--- src/rtl/uart_pkg.sv ---
// UART receive path shared types: parity mode, receiver FSM states, parity helper.
// Latency: n/a (types and a pure function only).
// Backpressure: n/a.
package uart_pkg;

  localparam int MAX_DATA_BITS = 9;

  typedef enum logic [1:0] {
    PAR_NONE = 2'b00,
    PAR_EVEN = 2'b01,
    PAR_ODD  = 2'b10,
    PAR_RSVD = 2'b11
  } parity_mode_t;

  typedef enum logic [2:0] {
    ST_IDLE,
    ST_START,
    ST_DATA,
    ST_PARITY,
    ST_STOP1,
    ST_STOP2
  } rx_state_t;

  // Parity bit the transmitter should have sent for 'data' (zero-extended
  // character). Returns 0 when parity is off or the mode is reserved.
  function automatic logic parity_calc(input logic [MAX_DATA_BITS-1:0] data,
                                       input parity_mode_t              mode);
    logic p;
    p = ^data;
    case (mode)
      PAR_EVEN: return p;
      PAR_ODD:  return ~p;
      default:  return 1'b0;
    endcase
  endfunction

endpackage

--- src/rtl/uart_rx_core_if.sv ---
// Received-character handshake bundle between the UART receiver and its consumer.
// Latency: n/a (wiring only).
// Backpressure: consumer drives data_ready; producer holds data/status while valid && !ready.
// Ports: data_out, data_valid, parity_err, framing_err, break_det, overrun_err (producer -> consumer);
//        data_ready (consumer -> producer).
interface uart_rx_core_if #(parameter int DATA_BITS = 8);

  logic [DATA_BITS-1:0] data_out;
  logic                 data_valid;
  logic                 data_ready;
  logic                 parity_err;
  logic                 framing_err;
  logic                 break_det;
  logic                 overrun_err;

  modport master (
    output data_out, data_valid, parity_err, framing_err, break_det, overrun_err,
    input  data_ready
  );

  modport slave (
    input  data_out, data_valid, parity_err, framing_err, break_det, overrun_err,
    output data_ready
  );

endinterface

--- src/rtl/uart_sync_chain.sv ---
// Multi-flop synchroniser for asynchronous inputs; flops reset to all-ones (line idle).
// Latency: STAGES clk cycles.
// Backpressure: none.
// Ports: clk, rst_n, i_d (async input), o_q (synchronised output).
module uart_sync_chain #(
  parameter int WIDTH  = 1,
  parameter int STAGES = 2
) (
  input  logic             clk,
  input  logic             rst_n,
  input  logic [WIDTH-1:0] i_d,
  output logic [WIDTH-1:0] o_q
);

  logic [STAGES-1:0][WIDTH-1:0] r_stage;

  always_ff @(posedge clk or negedge rst_n) begin
    if (!rst_n) begin
      r_stage <= '1;
    end else begin
      r_stage <= {r_stage[STAGES-2:0], i_d};
    end
  end

  assign o_q = r_stage[STAGES-1];

endmodule

--- src/rtl/uart_rx_core.sv ---
// Oversampled UART receiver: start/data/parity/stop detection with configurable frame format.
// Latency: character presented the clk cycle after the final stop-bit mid-sample.
// Backpressure: holds one character on valid/ready; a frame completing while it is unaccepted is dropped (overrun pulse).
// Ports: clk, rst_n, rx_raw, sample_tick, parity_mode, two_stop, busy, rx_if (master handshake + status).
module uart_rx_core
  import uart_pkg::*;
#(
  parameter int DATA_BITS   = 8,
  parameter int OVERSAMPLE  = 16,
  parameter int SYNC_STAGES = 2
) (
  input  logic                  clk,
  input  logic                  rst_n,
  input  logic                  rx_raw,
  input  logic                  sample_tick,
  input  logic [1:0]            parity_mode,
  input  logic                  two_stop,
  output logic                  busy,
  uart_rx_core_if.master        rx_if
);

  localparam int CW = $clog2(OVERSAMPLE);
  localparam int BW = $clog2(DATA_BITS);
  localparam logic [CW-1:0] CNT_MID  = CW'(OVERSAMPLE/2 - 1);
  localparam logic [CW-1:0] CNT_END  = CW'(OVERSAMPLE - 1);
  localparam logic [BW-1:0] LAST_BIT = BW'(DATA_BITS - 1);

  rx_state_t            r_state, w_next;
  logic [CW-1:0]        r_cnt;
  logic [BW-1:0]        r_bit_cnt;
  logic [DATA_BITS-1:0] r_shift;
  parity_mode_t         r_par_mode;
  logic                 r_two_stop, r_par_err, r_framing, r_all_zero;
  logic [DATA_BITS-1:0] r_data;
  logic                 r_valid, r_pe, r_fe, r_brk, r_ovr;
  logic                 w_rx_s, w_mid, w_end, w_par_en;
  logic                 w_start_det, w_sample, w_commit, w_busy, w_hold;

  uart_sync_chain #(.WIDTH(1), .STAGES(SYNC_STAGES)) u_sync (
    .clk   (clk),
    .rst_n (rst_n),
    .i_d   (rx_raw),
    .o_q   (w_rx_s)
  );

  assign w_mid    = (r_cnt == CNT_MID);
  assign w_end    = (r_cnt == CNT_END);
  assign w_par_en = (r_par_mode == PAR_EVEN) || (r_par_mode == PAR_ODD);
  assign w_hold   = r_valid & ~rx_if.data_ready;

  // State register
  always_ff @(posedge clk or negedge rst_n) begin
    if (!rst_n) r_state <= ST_IDLE;
    else        r_state <= w_next;
  end

  // Next-state logic; every transition after START happens on a mid-bit tick
  always_comb begin
    w_next = r_state;
    if (sample_tick) begin
      case (r_state)
        ST_IDLE:   if (!w_rx_s) w_next = ST_START;
        ST_START:  if (w_mid) w_next = w_rx_s ? ST_IDLE : ST_DATA;
        ST_DATA:   if (w_end && r_bit_cnt == LAST_BIT) w_next = w_par_en ? ST_PARITY : ST_STOP1;
        ST_PARITY: if (w_end) w_next = ST_STOP1;
        ST_STOP1:  if (w_end) w_next = r_two_stop ? ST_STOP2 : ST_IDLE;
        ST_STOP2:  if (w_end) w_next = ST_IDLE;
        default:   w_next = ST_IDLE;
      endcase
    end
  end

  // Output decode
  always_comb begin
    w_start_det = 1'b0;
    w_sample    = 1'b0;
    w_commit    = 1'b0;
    w_busy      = (r_state != ST_IDLE);
    if (sample_tick) begin
      w_start_det = (r_state == ST_IDLE) && !w_rx_s;
      w_sample    = w_end && (r_state inside {ST_DATA, ST_PARITY, ST_STOP1, ST_STOP2});
      w_commit    = w_end && (((r_state == ST_STOP1) && !r_two_stop) || (r_state == ST_STOP2));
    end
  end

  // Tick counter and frame datapath
  always_ff @(posedge clk or negedge rst_n) begin
    if (!rst_n) begin
      r_cnt      <= '0;
      r_bit_cnt  <= '0;
      r_shift    <= '0;
      r_par_mode <= PAR_NONE;
      r_two_stop <= 1'b0;
      r_par_err  <= 1'b0;
      r_framing  <= 1'b0;
      r_all_zero <= 1'b0;
    end else if (sample_tick) begin
      case (r_state)
        ST_IDLE:  r_cnt <= '0;
        ST_START: r_cnt <= w_mid ? '0 : r_cnt + CW'(1);
        default:  r_cnt <= w_end ? '0 : r_cnt + CW'(1);
      endcase
      if (w_start_det) begin
        // Frame format is frozen for the whole frame at start detection
        r_par_mode <= parity_mode_t'(parity_mode);
        r_two_stop <= two_stop;
        r_bit_cnt  <= '0;
        r_par_err  <= 1'b0;
        r_framing  <= 1'b0;
        r_all_zero <= 1'b1;
      end
      if (w_sample) begin
        r_all_zero <= r_all_zero & ~w_rx_s;
        case (r_state)
          ST_DATA: begin
            r_shift   <= {w_rx_s, r_shift[DATA_BITS-1:1]};
            r_bit_cnt <= r_bit_cnt + BW'(1);
          end
          ST_PARITY: r_par_err <= (w_rx_s != parity_calc(MAX_DATA_BITS'(r_shift), r_par_mode));
          default:   r_framing <= r_framing | ~w_rx_s;
        endcase
      end
    end
  end

  // Output register; the final stop sample is folded in combinationally at commit
  always_ff @(posedge clk or negedge rst_n) begin
    if (!rst_n) begin
      r_data  <= '0;
      r_valid <= 1'b0;
      r_pe    <= 1'b0;
      r_fe    <= 1'b0;
      r_brk   <= 1'b0;
      r_ovr   <= 1'b0;
    end else begin
      r_ovr <= w_commit & w_hold;
      if (w_commit && !w_hold) begin
        r_data  <= r_shift;
        r_pe    <= r_par_err;
        r_fe    <= r_framing | ~w_rx_s;
        r_brk   <= r_all_zero & ~w_rx_s;
        r_valid <= 1'b1;
      end else if (r_valid && rx_if.data_ready) begin
        r_valid <= 1'b0;
      end
    end
  end

  assign busy              = w_busy;
  assign rx_if.data_out    = r_data;
  assign rx_if.data_valid  = r_valid;
  assign rx_if.parity_err  = r_pe;
  assign rx_if.framing_err = r_fe;
  assign rx_if.break_det   = r_brk;
  assign rx_if.overrun_err = r_ovr;

endmodule

--- src/flat_wrapper.sv ---
// flat-port wrapper written by rule: the top's interface ports become plain ports
module uart_rx_core_flat import uart_pkg::*;
#(
  parameter int DATA_BITS   = 8,
  parameter int OVERSAMPLE  = 16,
  parameter int SYNC_STAGES = 2
)
  (clk, rst_n, rx_raw, sample_tick, parity_mode, two_stop, busy, rx_if_data_out, rx_if_data_valid, rx_if_parity_err, rx_if_framing_err, rx_if_break_det, rx_if_overrun_err, rx_if_data_ready);
  uart_rx_core_if #(.DATA_BITS(DATA_BITS)) rx_if_i ();
  input  logic clk;
  input  logic rst_n;
  input  logic rx_raw;
  input  logic sample_tick;
  input  logic [1:0] parity_mode;
  input  logic two_stop;
  output logic busy;
  output wire logic [$bits(rx_if_i.data_out)-1:0] rx_if_data_out;
  output wire logic [$bits(rx_if_i.data_valid)-1:0] rx_if_data_valid;
  output wire logic [$bits(rx_if_i.parity_err)-1:0] rx_if_parity_err;
  output wire logic [$bits(rx_if_i.framing_err)-1:0] rx_if_framing_err;
  output wire logic [$bits(rx_if_i.break_det)-1:0] rx_if_break_det;
  output wire logic [$bits(rx_if_i.overrun_err)-1:0] rx_if_overrun_err;
  input wire logic [$bits(rx_if_i.data_ready)-1:0] rx_if_data_ready;
  assign rx_if_data_out = rx_if_i.data_out;
  assign rx_if_data_valid = rx_if_i.data_valid;
  assign rx_if_parity_err = rx_if_i.parity_err;
  assign rx_if_framing_err = rx_if_i.framing_err;
  assign rx_if_break_det = rx_if_i.break_det;
  assign rx_if_overrun_err = rx_if_i.overrun_err;
  assign rx_if_i.data_ready = rx_if_data_ready;
  uart_rx_core #(.DATA_BITS(DATA_BITS), .OVERSAMPLE(OVERSAMPLE), .SYNC_STAGES(SYNC_STAGES)) u_core (.clk(clk), .rst_n(rst_n), .rx_raw(rx_raw), .sample_tick(sample_tick), .parity_mode(parity_mode), .two_stop(two_stop), .busy(busy), .rx_if(rx_if_i));
endmodule
--- config.mk ---
export PLATFORM = sky130hd
export DESIGN_NAME = uart_rx_core_flat
export DESIGN_NICKNAME = d
export VERILOG_FILES = /design/src/rtl/uart_pkg.sv /design/src/rtl/uart_rx_core_if.sv /design/src/rtl/uart_sync_chain.sv /design/src/rtl/uart_rx_core.sv /design/src/flat_wrapper.sv
export SDC_FILE = /design/constraint.sdc
export NUM_CORES = 1
export LEC_CHECK = 0
export BUFFER_PORTS_ARGS = -buffer_cell sky130_fd_sc_hd__buf_2
export CORE_MARGIN = 2
export CORE_UTILIZATION = 50
export DETAILED_ROUTE_END_ITERATION = 16
export PLACE_DENSITY = 0.79
export SETUP_SLACK_MARGIN = 0.4
export SYNTH_ARGS = -nofsm -noshare
export SYNTH_HDL_FRONTEND = slang
export SYNTH_SLANG_ARGS = --single-unit
--- constraint.sdc ---
create_clock -name clk -period 2.6 [get_ports clk]
set_clock_uncertainty 0.15 [all_clocks]
set_input_delay 0.26 -clock clk [delete_from_list [all_inputs] [get_ports clk]]
set_output_delay 0.26 -clock clk [all_outputs]
set_load 0.01 [all_outputs]
==> results.md, run 1 <==
* Status: finished clean
* Grt total ovfl at 0
* Initial antenna violation count at 0
* Cell area power density at 760.7 nW/µm²
* Synth cell types at 38
* Drt initial violations at 78
* Dpl hpwl at 2529 µm
* Max Cap Violations at 0
* # nets final at roughly 210
* Clock sinks at 39
* Synth Area in Simple Gates at 0.1465
* DRT Wirelength at 3679 µm
* Synth Flop Type: dfrtp_1
* Final Max Slew Viols at 0
* Fin crit share at 0.8047
* Storage element area at a little under 1000 µm²
* First-pass GRT wire length at 5940 µm
* Worst VDD drop at about 0.00046 V
* Largest net degree at the start of global routing at 40
* Adder-cell share of the synthesized area at 0.04499
* Worst slew pin tran at 0.8473 ns
* Final hold vios at 0
* Filler cells at around 300
* GRT Util Overall at 0.1821
* Crit path DAT at 2.12 ns
* Multiplexer area fraction after synthesis at 0.1208
* Htree depth at 2
* Seq cells post-synth at 39
* Vias in the first global route at 1,284
* IO Port Bufs at 21
* Xor and xnor area share after synthesis at 0.03149
* Highest net fanout along the worst path at 13
* RSZ-0062 raised after global routing: no
* Avg Cell Area, Syn at 11.39 µm²
* Post-layout minimum cycle time at about 2.1 ns
* Area leader, netlist: dfrtp_1
* # rows at 22
* HP Class: primary input to flip-flop
* Tot Pwr at 1.731 mW
* Crit path kind: flip-flop to flip-flop
* Synth top area share at 0.4756
* Initial Util at 0.5239
* Ant diodes at 0
* CTS root buf: clkbuf_8
* FFs w/ async S/R, synth at 1.000
* Share of layout cells above drive strength 1 at 0.3550
* Critical Path Source Type: flip-flop
* Setup crit end kind: flip-flop
* RePlAce Congestion at 0.9387
* Largest family of logic cells by synthesized area: simple AND/OR/NAND/NOR gates
* Area growth syn-to-layout at 16.90%
* Worst slew margin at 0.4351
* Setup tns final at 0 ns
* Placed Area at 2074 µm²
* Leakage at 1.062 nW
* DRC Markers at 0
* Clock buffer depth at 2
* Post-route cell area at around 2300 µm²
* Routed Antenna Nets at 0
* Die Y at 66.40 µm
* Cell Area, Synth at ~1900 µm²
* Core ar. at 3716 µm²
* Clock Pin Slew Worst Setup and Hold Paths at 0.07 ns
* Synth Area in Compound Gates at 0.1067
* Reg-to-reg slack, setup at 0.51 ns
* Cell count after synthesis at 171
* Top Ports at 22
* Pre-antenna DRT Iters at 4
* YS warnings at 0
* Worst Path Required at 2.63 ns
* CTS tree: built
* Multi-input combinational cell area at 888.4 µm²
* Via density per instance at 5.560
* Chip Width at ~66 µm
* Wire per inst at approximately 15 µm
* Die area at ~4400 µm²
* Sequential fraction of the synthesis area at 0.5026
* Most area-consuming cells after synthesis: dfrtp_1 (48%), mux2_2 (12%), ha_1 (4.5%)
* Vias at roughly 1,400
* Syn nets at roughly 190
* Worst skew pair latency at roughly 0.29 ns
* Number of CTS-inserted buffers at 5
* Fmax at about 480 MHz
* EDFF count, synth at 0
* Final setup fails at 0
-- final cells by class --
type                       count  share of cell area
inverter                       9             0.01704
multi-input combinational    116              0.3903
clock buffer                   5             0.03024
timing repair buffer          28             0.07477
sequential                    39              0.4316
clock inverter                 3             0.02969
tap                           48             0.02639
-- registers in the layout (all words and copies together) (netlist names), 2 cells and up --
signal,count
u_core.r_cnt,4
u_core.r_par_mode,2
u_core.r_shift,8
u_core.r_state,3
u_core.rx_if.data_out,8
u_core.r_bit_cnt,3
-- where the power goes --
| part | switching, mW | internal [mW] |
|---|---|---|
| clock | 0.212 | 0.382 |
| combinational | 0.215 | 0.149 |
| sequential | 0.0936 | 0.679 |
-- cell families (layout without fill, tap and decap cells) --
| logic type | Yosys count | after routing |
|---|---|---|
| xor gates and xnor gates | 7 | 7 |
| and+or+nand+nor | 48 | 48 |
| buffers and inverters | 16 | 45 |
| adders and majority gates | 7 | 7 |
| muxes | 21 | 21 |
| AOI/OAI and AO/OA | 33 | 33 |
| DFF | 39 | 39 |
-- Yosys cell counts, types with 2 or more instances --
| cell type | instances |
|---|---|
| a21o_1 | 2 |
| a21oi_1 | 4 |
| buf_4 | 3 |
| buf_6 | 2 |
| clkbuf_1 | 2 |
| dfrtp_1 | 37 |
| dfstp_2 | 2 |
| ha_1 | 7 |
| inv_1 | 8 |
| mux2_2 | 20 |
| nand2_1 | 16 |
| nand2b_1 | 4 |
| nand3_1 | 8 |
| nand4b_1 | 3 |
| nor2_1 | 6 |
| nor2b_1 | 2 |
| o21ai_0 | 17 |
| o31ai_1 | 2 |
| xnor2_1 | 7 |
-- worst max-delay path: stages (launching register included) --
cell and delay [ns]:
dfrtp_2 0.43, inv_1 0.16, ha_1 0.38, nand3_4 0.12, nor4_4 0.18, buf_6 0.20
mux2_2 0.34
-- per-layer routing --
metal / GRT usage / part of all wire
met5: 0 / 0
met4: 0.1071 / 0.016
met3: 0.04089 / 0.045
met2: 0.2563 / 0.48
met1: 0.2547 / 0.46
-- final timing paths --
path,from,to,depth (start not counted)
worst max register to register,u_core.r_state[1],u_core.r_shift[3],6
worst max-delay path,u_core.r_state[1],u_core.r_shift[3],6
max in group asynchronous,rst_n,u_core.r_state[2],2
worst min register to register,u_core.u_sync.r_stage[0],u_core.u_sync.o_q,0
min in group asynchronous,rst_n,u_core.rx_if.parity_err,2
worst min-delay path,two_stop,u_core.r_two_stop,3
-- layout by cell type (no fill, tap or decap), drive strengths merged, types with 3 or more instances in the layout --
cell type and n:
buf 26, nand2b 4, nor2 6, nand4b 3, nand3 9, mux2 20
clkbuf 5, dfrtp 37, inv 9, nand2 16, ha 7, o21ai 17
xnor2 7, a21oi 5
-- repair_timing --
item	in CTS	in global routing
resized for setup	1	7
buffers inserted	0	3
hold buffers	2	0
endpoints found under the hold margin	38	0
endpoints found under the setup margin	6	20
-- through the flow --
stage,setup WS (ns),utilization,hold slack [ns],cells
3_5_place_dp,0.4084,0.5582,0.2031,235
5_1_grt,0.3716,0.6125,0.03593,248
2_1_floorplan,0.5497,-,-0.1856,171
3_3_place_gp,0.4919,0.5582,0.1956,235
6_report,0.5077,0.6125,0.02276,248
4_1_cts,0.4022,0.6007,0.02151,245
No activity file was read; power rests on OpenSTA's default activity.
==> run 2, diff against run 1 <==
Settings changed: PLACE_DENSITY 0.79 to 0.82.
Clock period 2.6 ns to 1.8 ns, I/O delays scaled along.
==> run 2 against run 1 <==
The run now ends with negative setup slack left. Final area up 23%. Power up 64%. Critical endpoint is now u_core.r_par_err. Sequential share of layout area down 8.2 points. Global-route usage up 4.5 points. Sequential power up 44%. Clock power down 4.0%. Non-clock buffer count up 36. Final cell count up 15%.
==> results.md, run 2 (same netlist as run 1, synthesis figures left out) <==
* # rows at 22 (unchanged)
* Worst skew pair latency at 0.29 ns (about the same)
* Reg-to-reg endpoint: u_core.r_par_err
* Top Ports at 22 (unchanged)
* HP Class: primary input to flip-flop
* Hold depth at 3 (unchanged)
* Worst Path Required at 1.88 ns (-0.75 ns)
* Critical Path Source Type: flip-flop
* Fin crit share at 1.041 (+0.2367)
* IO Port Bufs at 21 (unchanged)
* Setup tns final at -0.7344 ns (-0.7344 ns)
* Worst slew pin tran at 0.4822 ns (-0.3652 ns)
* Highest net fanout along the worst path at 4 (-9)
* Core ar. at 3716 µm² (unchanged)
* # nets final at 250 (+17%)
* Grt total ovfl at 0 (unchanged)
* Largest net degree at the start of global routing at 40 (unchanged)
* WHS Endpoint: u_core.rx_if.overrun_err
* Min setup slack post-route at -0.07453 ns (-0.5822 ns)
* Failing checks: negative setup slack
* DRT Wirelength at 4853 µm (+32%)
* R2R cell count at 6 (unchanged)
* Crit path DAT at 1.95 ns (-0.17 ns)
* RePlAce Congestion at 0.8495 (-9.5%)
* GRT Util Overall at 0.2267 (+0.04458)
* Commonest non-fill, non-tap cell in the layout: dfrtp_1
* Initial Util at 0.5239 (unchanged)
* Drt initial violations at 76 (-2.6%)
* CTS tree: built
* Crit path kind: flip-flop to flip-flop
* Die area at 4409 µm² (unchanged)
* Dpl hpwl at 2860 µm (+13%)
* Metal3 WL at 254 µm (+53%)
* Chip Width at 66.40 µm (unchanged)
* RSZ-0062 raised after global routing: yes
* Initial antenna violation count at 0 (unchanged)
* M1 WL at 1988 µm (+17%)
* Crit Reg-Reg Startpoint: u_core.r_cnt[0]
* Most frequent cells in the layout: dfrtp_1 (36), buf_4 (26), mux2_4 (20), buf_2 (20), buf_6 (11)
* Placed Cells at 259 (+10%)
* Area growth syn-to-layout at 43.96%
* Vias in the first global route at 1,579 (+23%)
* Top layer in use: met4
* Met2 routed WL at 2393 µm (+36%)
* Max Cap Violations at 0 (unchanged)
* Multi-input combinational cell area at 1130 µm² (+27%)
* Worst VDD drop at 0.0008206 V (+78%)
* Pre-antenna DRT Iters at 4 (unchanged)
* Filler cells at 229 (-24%)
* Clock Pin Slew Worst Setup and Hold Paths at 0.08 ns (about the same)
* Worst slew margin at 0.6786 (+0.2434)
* CTS root buf: clkbuf_8
* Clock sinks at 39 (unchanged)
* Wire per inst at 17.09 µm (+15%)
* Die Y at 66.40 µm (unchanged)
* Non-Filler Instances at 284 (+15%)
* Final setup fails at 22 (+22)
* Ant diodes at 0 (unchanged)
* Leakage at 1.283 nW (+21%)
* Vias at 1,595 (+16%)
* Hold_sp: rx_if_data_ready
* Status: complete, but fails checks
* Setup crit end kind: flip-flop
* Post-layout minimum cycle time at 1.875 ns (-0.2178 ns)
* WHS at 0.03759 ns (+0.01483 ns)
* Final hold vios at 0 (unchanged)
* Storage element area at 979.7 µm² (-0.25%)
* Routed Antenna Nets at 0 (unchanged)
* Dpl ws at -0.1507 ns (-0.5591 ns)
* Final Max Slew Viols at 0 (unchanged)
* Via density per instance at 5.616 (+1.0%)
* Clock buffer depth at 2 (unchanged)
* DRC Markers at 0 (unchanged)
* Cell area power density at 1012 nW/µm² (+33%)
* Reg-to-reg slack, setup at -0.07 ns (-0.58 ns)
* Number of CTS-inserted buffers at 5 (unchanged)
* Tot Pwr at 2.837 mW (+64%)
* Fmax at 533.5 MHz (+12%)
* First-pass GRT wire length at 7417 µm (+25%)
* Htree depth at 2 (unchanged)
* Share of layout cells above drive strength 1 at 0.5678 (+0.2128)
run 2: changes by cell type in the layout (fill, tap and decap cells not counted), sizes merged:
cell and change:
bufinv -2, clkbuf +1, clkinv +1, buf +33
dlygate4sd3 +3
run 2: cell type report:
cell class	count	area share
Clock buffer	6	0.02589
Clock inverter	2	0.004464
Inverter	9	0.01384
Multi-Input combinational cell	116	0.4031
Sequential cell	39	0.3496
Tap cell	48	0.02143
Timing Repair Buffer	64	0.1817
run 2: worst max-delay path by stage:
stage	start	end	depth (start not counted)
after floorplan	u_core.r_state[1]	u_core.r_shift[3]	6
after global placement	u_core.r_state[0]	u_core.r_all_zero	5
after detailed placement	u_core.r_cnt[0]	u_core.r_shift[1]	6
after CTS	u_core.r_state[2]	u_core.r_all_zero	5
after global routing	u_core.r_cnt[1]	u_core.r_par_err	6
final	u_core.r_cnt[0]	u_core.r_par_err	6
run 2: metal layers:
| layer | GRT usage | vias to the layer above |
|---|---|---|
| met2 | 0.3738 | 71 |
| met4 | 0.09439 | 0 |
| met3 | 0.04600 | 27 |
| met5 | 0 | - |
| li1 | - | 733 |
| met1 | 0.2892 | 764 |
run 2: per-stage QoR:
step,utilization,area [µm²]
after floorplan,-,2044
after global placement,0.6377,2370
after detailed placement,0.6377,2370
after CTS,0.7236,2689
after global routing,0.7542,2803
final,0.7542,2803
run 2: timing repair:
action / 4_1_cts / 5_1_grt
setup endpoints to repair: 36 / 38
setup buffers: 7 / 5
gates resized for setup: 34 / 21
pin swaps: 12 / 5
endpoints found under the hold margin: 41 / 0
hold buffers: 5 / 0
run 2: worst max-delay path, stage by stage, from the launching register on:
cell	delay, ns
dfrtp_1	0.39
ha_4	0.17
and3_4	0.21
nand3_4	0.10
or4_4	0.45
a211oi_2	0.20
nand4b_1	0.13
run 2: power by group:
group	leakage [nW]	internal [mW]	switching [mW]	total (mW)
clock network	0.0412	0.271	0.301	0.571
logic	0.725	0.594	0.561	1.16
registers	0.517	0.979	0.131	1.11
total	1.28	1.84	0.993	2.84
==> run 3, diff against run 2 <==
Settings changed: PLACE_DENSITY 0.82 to 0.79.
Clock period 1.8 ns to 1.75 ns, I/O delays scaled along.
==> run 3 against run 2 <==
The run still ends with negative setup slack left. Die area is the same. Register-to-register slack lost 0.12 ns. Maximum frequency shrank 3.5%.
==> results.md, run 3 (same netlist as run 1, synthesis figures left out) <==
* Number of CTS-inserted buffers at 5 (unchanged)
* Vias in the first global route at 1,715 (+8.6%)
* First-pass GRT wire length at 8507 µm (+15%)
* Worst slew pin tran at 0.4848 ns (+0.002673 ns)
* Clock Pin Slew Worst Setup and Hold Paths at 0.08 ns (about the same)
* RSZ-0062 raised after global routing: yes
* Status: complete, but fails checks
* Final setup fails at 31 (+41%)
* Setup crit end kind: flip-flop
* Leakage at 1.346 nW (+4.9%)
* Ant diodes at 0 (unchanged)
* Dpl ws at -0.1753 ns (-0.02460 ns)
* Routed Antenna Nets at 0 (unchanged)
* Final hold vios at 0 (unchanged)
* Die Y at 66.40 µm (unchanged)
* DRC Markers at 0 (unchanged)
* Share of layout cells above drive strength 1 at 0.5858 (+0.01798)
* Core Util, Final at 0.7859 (+0.03165)
* Via density per instance at 5.676 (+1.1%)
* # rows at 22 (unchanged)
* Grt total ovfl at 0 (unchanged)
* Worst Path Required at 1.79 ns (-0.09 ns)
* Worst VDD drop at 0.0007564 V (-7.8%)
* DRT Wirelength at 5360 µm (+10%)
* Die area at 4409 µm² (unchanged)
* Post-layout minimum cycle time at 1.942 ns (+0.06757 ns)
* Worst skew pair latency at 0.31 ns (+0.02 ns)
* Top Ports at 22 (unchanged)
* Max Cap Violations at 0 (unchanged)
* Commonest non-fill, non-tap cell in the layout: dfrtp_1
* RePlAce Congestion at 0.9141 (+7.6%)
* Setup tns final at -4.277 ns (-3.543 ns)
* Wire per inst at 18.68 µm (+9.3%)
* Drt initial violations at 97 (+28%)
* CTS tree: built
* Initial antenna violation count at 0 (unchanged)
* GRT Util Overall at 0.2658 (+0.03915)
* Fin crit share at 1.110 (+0.06836)
* Placed Area at 2370 µm² (unchanged)
* HP Class: primary input to flip-flop
* Min setup slack post-route at -0.1921 ns (-0.1176 ns)
* Final Max Slew Viols at 0 (unchanged)
* Fmax at 514.9 MHz (-3.5%)
* Largest net degree at the start of global routing at 40 (unchanged)
* Clock buffer depth at 2 (unchanged)
* IO Port Bufs at 21 (unchanged)
* Area growth syn-to-layout at 50.00%
* Vias at 1,629 (+2.1%)
* Crit path kind: flip-flop to flip-flop
* Pre-antenna DRT Iters at 4 (unchanged)
* Worst slew margin at 0.6768 (-0.001782)
* Htree depth at 2 (unchanged)
* Failing checks: negative setup slack
* Crit path DAT at 1.98 ns (+0.03 ns)
* Core ar. at 3716 µm² (unchanged)
* Highest net fanout along the worst path at 11 (+7)
* Initial Util at 0.5239 (unchanged)
* Clock sinks at 39 (unchanged)
* # nets final at 253 (+1.2%)
* Chip Width at 66.40 µm (unchanged)
* Most frequent cells in the layout: dfrtp_1 (37), buf_4 (25), mux2_4 (20), buf_2 (20), buf_6 (14)
* CTS root buf: clkbuf_8
* Dpl hpwl at 3041 µm (+6.4%)
* Tot Pwr at 3.182 mW (+12%)
* Post-route cell area at 2920 µm² (+4.2%)
* Critical Path Source Type: flip-flop
* Cell area power density at 1090 nW/µm² (+7.7%)
==> run 3: cell count changes in the layout (fill, tap and decap cells not counted), sizes merged <==
cell / delta
bufinv: +1
inv: -1
clkinv: +2
buf: +3
clkbuf: -1
clkinvlp: -1
==> run 3: stage by stage <==
stage                     instances  hold WS, ns
after detailed placement        259       0.1087
after floorplan                 171      -0.2706
after global placement          259       0.1025
final                           287      0.01795
after global routing            287      0.05463
after CTS                       280     0.007058
==> run 3: layer usage <==
| layer | GRT usage | up-vias | part of all wire |
|---|---|---|---|
| met5 | 0 | - | 0 |
| li1 | - | 739 | - |
| met4 | 0.1173 | 0 | 0.024 |
| met2 | 0.4363 | 65 | 0.50 |
| met1 | 0.3253 | 806 | 0.42 |
| met3 | 0.07325 | 19 | 0.056 |
==> run 3: area by class of cell <==
| cell class | count | area [µm²] |
|---|---|---|
| well taps | 48 | 60.06 |
| clock buffers | 5 | 68.82 |
| inverters | 9 | 38.79 |
| repair buffers | 67 | 550.5 |
| clock inverters | 3 | 43.79 |
| flip-flops and latches | 39 | 978.4 |
| multi-input cells | 116 | 1180 |
| fillers | 200 | 795.8 |
==> run 3: report_power, final <==
part	leakage [nW]	switching [mW]	total, mW	internal, mW
clock network	0.0581	0.348	0.772	0.425
registers	0.518	0.111	1.12	1.00
logic	0.770	0.665	1.29	0.630
total	1.35	1.12	3.18	2.06
==> run 3: worst paths after layout <==
path | from | end | slack, ns | cells past startpoint
min in group asynchronous | rst_n | u_core.rx_if.data_valid | 0.29 | 3
setup reg to reg | u_core.r_cnt[0] | u_core.rx_if.data_out[3] | -0.19 | 7
max in group asynchronous | rst_n | u_core.u_sync.o_q | 0.80 | 3
hold / removal | rx_if_data_ready | u_core.rx_if.overrun_err | 0.02 | 3
setup / recovery | u_core.r_cnt[0] | u_core.rx_if.data_out[3] | -0.19 | 7
hold reg to reg | u_core.u_sync.r_stage[0] | u_core.u_sync.o_q | 0.21 | 0
==> run 3: what timing repair did <==
| action | 4_1_cts | 5_1_grt |
|---|---|---|
| hold buffers | 5 | 0 |
| setup endpoints to repair | 36 | 38 |
| setup buffers | 8 | 7 |
| pin swaps | 14 | 16 |
| resized for setup | 46 | 27 |
| endpoints found under the hold margin | 41 | 0 |
==> run 3: critical path, cell delays in order (launching register included) <==
cell and delay, ns:
dfrtp_1 0.42, ha_4 0.18, nand3_2 0.13, a21oi_2 0.18
nand3_2 0.13, nor2b_4 0.15, buf_12 0.16, mux2_4 0.31
